## src/rtl/clock_domain_import.sv

```systemverilog
// Destination side of a four-phase CDC handshake: synchronises handshake_valid,
// captures the unsynchronised data word once per handshake into a 2-entry output FIFO.
module clock_domain_import #(
    parameter int SIZE = 7
) (
    input  logic            clk,
    input  logic            rst_n,
    input  logic [SIZE-1:0] handshake_data,
    input  logic            handshake_valid,
    output logic            handshake_ack,
    output logic [SIZE-1:0] data,
    output logic            valid,
    input  logic            ready
);

    typedef enum logic {
        WAIT_VALID   = 1'b0,
        WAIT_RELEASE = 1'b1
    } state_t;

    state_t          state;
    logic            valid_x;
    logic            valid_sync;
    logic [1:0]      count;
    logic            rd_ptr;
    logic            wr_ptr;
    logic [SIZE-1:0] mem [2];

    logic full;
    logic push;
    logic pop;

    // Full is judged on the pre-edge count, so a pop never frees room on the same edge.
    assign full  = (count == 2'd2);
    assign valid = (count != 2'd0);
    assign data  = mem[rd_ptr];
    assign push  = (state == WAIT_VALID) && valid_sync && !full;
    assign pop   = valid && ready;

    always_ff @(posedge clk) begin
        if (!rst_n) begin
            valid_x       <= 1'b0;
            valid_sync    <= 1'b0;
            handshake_ack <= 1'b0;
            state         <= WAIT_VALID;
            count         <= 2'd0;
            rd_ptr        <= 1'b0;
            wr_ptr        <= 1'b0;
        end else begin
            valid_x    <= handshake_valid;
            valid_sync <= valid_x;

            case (state)
                WAIT_VALID: begin
                    if (push) begin
                        handshake_ack <= 1'b1;
                        state         <= WAIT_RELEASE;
                    end
                end
                WAIT_RELEASE: begin
                    if (!valid_sync) begin
                        handshake_ack <= 1'b0;
                        state         <= WAIT_VALID;
                    end
                end
                default: state <= WAIT_VALID;
            endcase

            if (push) wr_ptr <= ~wr_ptr;
            if (pop)  rd_ptr <= ~rd_ptr;

            case ({push, pop})
                2'b10:   count <= count + 2'd1;
                2'b01:   count <= count - 2'd1;
                default: count <= count;
            endcase
        end
    end

    // Storage needs no reset: contents are only observed through a non-zero count.
    always_ff @(posedge clk) begin
        if (rst_n && push) mem[wr_ptr] <= handshake_data;
    end

    assert property (@(posedge clk) disable iff (!rst_n) count <= 2'd2);
    assert property (@(posedge clk) disable iff (!rst_n) $rose(handshake_ack) |-> $past(valid_sync));

endmodule

```

## config.mk

```make
export PLATFORM = sky130hd
export DESIGN_NAME = clock_domain_import
export DESIGN_NICKNAME = d
export VERILOG_FILES = /design/src/rtl/clock_domain_import.sv
export SDC_FILE = /design/constraint.sdc
export NUM_CORES = 1
export LEC_CHECK = 0
export BUFFER_PORTS_ARGS = -buffer_cell sky130_fd_sc_hd__buf_2
export CAP_MARGIN = 20
export CORE_MARGIN = 2
export CORE_UTILIZATION = 50
export CTS_CLUSTER_DIAMETER = 80
export DETAILED_ROUTE_END_ITERATION = 7
export PLACE_DENSITY = 0.79
export SYNTH_ARGS = -nofsm -noshare
export SYNTH_HDL_FRONTEND = slang
export SYNTH_SLANG_ARGS = --single-unit
```

## constraint.sdc

```tcl
create_clock -name clk -period 2 [get_ports clk]
set_input_delay 0.1 -clock clk [delete_from_list [all_inputs] [get_ports clk]]
set_output_delay 0.1 -clock clk [all_outputs]
set_load 0.01 [all_outputs]
```

### Word-level counts from Yosys, hierarchy flattened

Memory sizes are Yosys's and may differ from the RTL's. A register that Yosys moved wholly into a read port is not among the register bits.
Cells that the tools add are included.

* bits of input ports: 11
* memories kept: 1
* word-level logic and storage cells: 37
* output and inout bits: 9
* flip-flop bits (word level): 8
* bits in writable memories: 14

* mux-type cells: 11
* bitwise operators: 3
* reductions and logical operators: 8
* add/sub/neg operators: 2
* eq/ne operators: 5

Memory list
* mem: words 2, bits a word 7, rd ports 1, clocked after Yosys merged registers in 1, write ports 1, line 27 `logic [SIZE-1:0] mem [2];`

Operators with widths (count)
* $mux W1: 8
* $eq A2 B2 Y1 const B: 2
* $logic_and A1 B1 Y1: 4
* $ne A2 B2 Y1 const B: 2
* $pmux W1 S2: 2
* $pmux W2 S2: 1
* $reduce_bool A2 Y1: 2
* $not A1 Y1: 3
* $add A2 B1 Y2 const B: 1
* $eq A2 B1 Y1 const B: 1
* $reduce_and A2 Y1: 1
* $sub A2 B1 Y2 const B: 1
* $logic_not A1 Y1: 1

### Logic depth before layout (Yosys ltp)

* depth in word-level cells: 6
* gate-level depth with buffers: 6
* gate-level depth less buffers: 6

### Worst setup path after synthesis

No wires, ideal clock.

* path kind: register to register
* start: reg count[0]
* end: mem mem[1][0], enable pin
* period minus slack after synthesis: 1.759 ns
* library setup time: 0.393 ns
* setup slack: 0.241 ns
* data required time: 1.607 ns
* cell stages (with the launch flop): 3
* arrival: 1.366 ns
* path buffers: 0
* cells stage by stage: dfxtp_1 -> nor2b_1 -> nor4b_1

* longest elaborated chain between the ends: 6

RTL lines
* start: declaration: line 24 `logic [1:0] count;`
* start signal: assignment: line 73 `2'b10: count <= count + 2'd1;`
* start signal: assignment: line 74 `2'b01: count <= count - 2'd1;`
* start signal: assignment: line 75 `default: count <= count;`
* $eq A2 B2 Y1: line 34 `assign full = (count == 2'd2);`
* $logic_not A1 Y1: line 37 `assign push = (state == WAIT_VALID) && valid_sync && !full;`
* $logic_and A1 B1 Y1: line 37
* $logic_and A1 B1 Y1: line 82 `if (rst_n && push) mem[wr_ptr] <= handshake_data;`
* $mux W1: line 82
* $mux W1 (implied by the code): line 82
* end: declaration: line 27

Every way passes these cells.

### Worst setup path in the final report

* start: reg count[0]
* end: reg count[1]

* longest elaborated chain between the ends: 5
* elaborated cells between the ends (all ways): 11
* those cells by class: add/sub (2); eq/ne (3); mux (1); reduce/logical (5)

RTL lines
* $eq A2 B2 Y1: line 34
* $logic_not A1 Y1: line 37
* $logic_and A1 B1 Y1: line 37
* $eq A2 B1 Y1 or $eq A2 B2 Y1 (tied branches): line 72 `case ({push, pop})`
* $pmux W2 S2 or $reduce_bool A2 Y1 (tied branches)

Parallel ways exist; a longest one is shown, timed or not.
A chain may end at the register's enable or synchronous reset.

==> impl_metrics.py <==
metrics = {
    "floorplan": {
        "num_ports": 20,
        "num_rows": 14,
        "floorplan.initialDensity": 0.550,
        "fp.dieH_um": 45.4,
        "fp.coreArea_um2": 1560,
        "die_width_um": 45.4,
        "die_area_um2": 2060,
    },
    "power_and_ir_drop": {
        "power_leakage_nw": 0.428,
        "power.density_nw_per_um2": 828,
        "vdd_ir_drop_max_mv": 0.565,
        "power.total_w": 0.000902,
    },
    "logic_synthesis": {
        "yosys.cell_count.top_type": "sky130_fd_sc_hd__edfxtp_1",
        "synth.yosys.seq_area_share": 0.701,
        "netlist.area_leader.share": 0.491,
        "synth_area_per_inst_um2": 15.3,
        "post_synth_top_cells": "sky130_fd_sc_hd__edfxtp_1, sky130_fd_sc_hd__dfxtp_1, sky130_fd_sc_hd__mux2_2, sky130_fd_sc_hd__and2_1",
        "post-synth-top-area-cell": "sky130_fd_sc_hd__edfxtp_1",
        "syn_area_um2": 857,
        "postSynthRegisterBits": 23,
        "asyncSetResetFlopFracSynth": 0,
        "main_synth_ff_type": "sky130_fd_sc_hd__edfxtp_1",
        "yosysWarnings": 0,
        "ys_top_cells_by_area": "sky130_fd_sc_hd__edfxtp_1, sky130_fd_sc_hd__dfxtp_1, sky130_fd_sc_hd__mux2_2",
        "synth_enable_flop_cells": 14,
        "synthesis.nets": 68,
        "synth_cell_types": 20,
        "syn-instance-count": 56,
    },
    "worst_setup_path": {
        "element_type_at_the_critical_path_end": "flop",
        "reg_to_reg_start": "count[0]",
        "timing.critical_path.arrival_ns": 2.11,
        "criticalPathCategory": "flop to flop",
        "reg2reg_setup_slack_ns": 0.14,
        "crit_fanout": 5,
        "worstReg2RegEnd": "count[1]",
        "crit_path_start_kind": "flop",
        "reg2reg_depth": 5,
        "cp_data_required_time_ns": 2.25,
    },
    "global_routing": {
        "grt_overflow": 0,
        "number_of_antenna_violations_at_the_first_check_in_global_routing": 0,
        "grt_start_max_net_pins": 13,
        "grt_util_all_layers": 0.142,
        "first_pass_grt_wire_length_mm": 1.99,
        "grt_pass1_vias": 488,
    },
    "detailed_routing": {
        "drc": 0,
        "drt_first_iter_violations": 5,
        "routed_length_per_placed_instance_um": 12.2,
        "drt-vias-per-instance": 5.10,
        "ant_nets": 0,
        "detail_route.wirelength_mm": 1.27,
        "via_count": 530,
        "initial_drt_pass_iterations": 2,
    },
    "cts": {
        "cts_max_path_buffers": 2,
        "cts.root.buffer_cell": "sky130_fd_sc_hd__clkbuf_4",
        "clock_sink_count": 23,
        "tritoncts.num_buffers": 3,
        "insertion_delay_ns": 0.30,
        "cts_max_level": 1,
        "clock_pin_transition_on_the_worst_setup_and_hold_timing_paths_ns": 0.12,
        "clock_tree_from_tritoncts": "yes",
    },
    "hold_path": {
        "hold_class": "input pin to flop",
        "launch_point_of_the_worst_hold_path": "rst_n",
        "hold_depth": 2,
        "hold_path_end": "valid_sync",
    },
    "sta": {
        "fin_setup_tns_ns": 0,
        "worst-slew-pin-transition_ns": 0.300,
        "maxClockFrequency_mhz": 538,
        "final_max_slew_viol_count": 0,
        "setup-violations-final": 0,
        "max_slew_margin": 0.800,
        "hold_fails_final_rpt": 0,
        "final.setup_skew_ns": 0.00603,
        "finalCritPeriodShare": 0.929,
        "rsz0062_at_grt": "no",
        "timing.final.crit_period_ns": 1.86,
    },
    "final_layout": {
        "nNetsFinal": 101,
        "area.growth.synth_to_final_pct": 27.2,
        "num_antenna_cells": 0,
        "post_route_cells_drive_above_1_share": 0.375,
    },
    "outcome": {
        "run_status": "completed",
    },
    "job": {
        "drv.max_cap_violation_count": 0,
    },
    "placed_design": {
        "number_of_input_and_output_port_buffers_inserted": 19,
        "dp_hpwl_um": 874,
        "placer_s_final_routability_congestion_estimate": 0.721,
    },
}
[area by class of cell]
cell class / count / area, µm²
Sequential cell: 23 / 601
Fill cell: 110 / 469
Multi-Input combinational cell: 31 / 249
Timing Repair Buffer: 29 / 190
Clock buffer: 4 / 26.3
Tap cell: 16 / 20.0
Inverter: 1 / 3.75
[how the worst max path moves through the flow]
stage / from / to / slack, ns / cells after the start
6_report: count[0] / count[1] / 0.14 / 5
5_1_grt: count[0] / count[1] / 0.07 / 5
4_1_cts: count[0] / count[1] / 0.14 / 5
3_5_place_dp: count[0] / count[1] / 0.18 / 5
3_3_place_gp: count[0] / count[1] / 0.23 / 5
2_1_floorplan: count[0] / mem[1][0] / 0.24 / 2
[cell families (layout without fill, tap and decap cells)]
kind of cell    after synthesis  after routing  synth area share
compound gates                7              7            0.0526
xor+xnor                      3              3            0.0307
fa+ha+maj                     1              1            0.0146
buf+inv                       2             34           0.00875
flops                        23             23             0.701
mux                           7              7            0.0920
simple gates                 13             13             0.101
[registers in the layout, summed over array words and instances, names as in the netlist, named ones only]
signal,flops
count,2
handshake_ack,1
mem,14
rd_ptr,1
state,1
valid_sync,1
valid_x,1
wr_ptr,1
[stage by stage]
step / std cells / hold slack [ns] / utilization / worst slack, ns / cell area (µm²)
after floorplan: 56 / 0.199 / - / 0.241 / 857
after global placement: 92 / 0.287 / 0.631 / 0.230 / 983
after detailed placement: 92 / 0.293 / 0.631 / 0.177 / 983
after CTS: 104 / 0.0903 / 0.699 / 0.143 / 1090
after global routing: 104 / 0.107 / 0.699 / 0.0670 / 1090
final: 104 / 0.0900 / 0.699 / 0.141 / 1090
[placed cells by master, fill, tap and decap left out, drive strengths merged]
| cell type | count |
|---|---|
| nand2 | 1 |
| o21a | 1 |
| xnor2 | 3 |
| or3 | 1 |
| or2 | 1 |
| a21o | 1 |
| dfxtp | 9 |
| and2 | 4 |
| o21ai | 2 |
| nor2b | 3 |
| ha | 1 |
| or3b | 1 |
| a21boi | 2 |
| inv | 1 |
| dlygate4sd3 | 8 |
| a21oi | 1 |
| clkbuf | 4 |
| nor4 | 1 |
| nor4b | 1 |
| buf | 21 |
| mux2 | 7 |
| edfxtp | 14 |
[where the power goes]
| part | leakage, nW | switching, W | internal (W) |
|---|---|---|---|
| logic | 0.213 | 0.0000584 | 0.0000894 |
| clock network | 0.0150 | 0.000127 | 0.0000778 |
| registers | 0.200 | 0.0000236 | 0.000526 |
[repair_timing]
item / 4_1_cts / 5_1_grt
hold buffers: 8 / 0
setup endpoints to repair: 0 / 0
setup buffers: 0 / 0
hold endpoints to repair: 15 / 0
resized for setup: 0 / 0
[critical path, stage by stage, from the launching register on]
cell	delay, ns
sky130_fd_sc_hd__dfxtp_1	0.44
sky130_fd_sc_hd__nor2b_1	0.11
sky130_fd_sc_hd__or3b_4	0.40
sky130_fd_sc_hd__ha_1	0.34
sky130_fd_sc_hd__or3_1	0.38
sky130_fd_sc_hd__a21boi_1	0.14
[metal layers]
layer | vias to the layer above | share of wire | global-route usage
met5 | - | 0 | 0
met4 | 0 | 0.027 | 0.106
met3 | 4 | 0.038 | 0.0357
met2 | 13 | 0.47 | 0.225
met1 | 246 | 0.47 | 0.164
li1 | 267 | - | -
(Power assumes the default switching activity.)
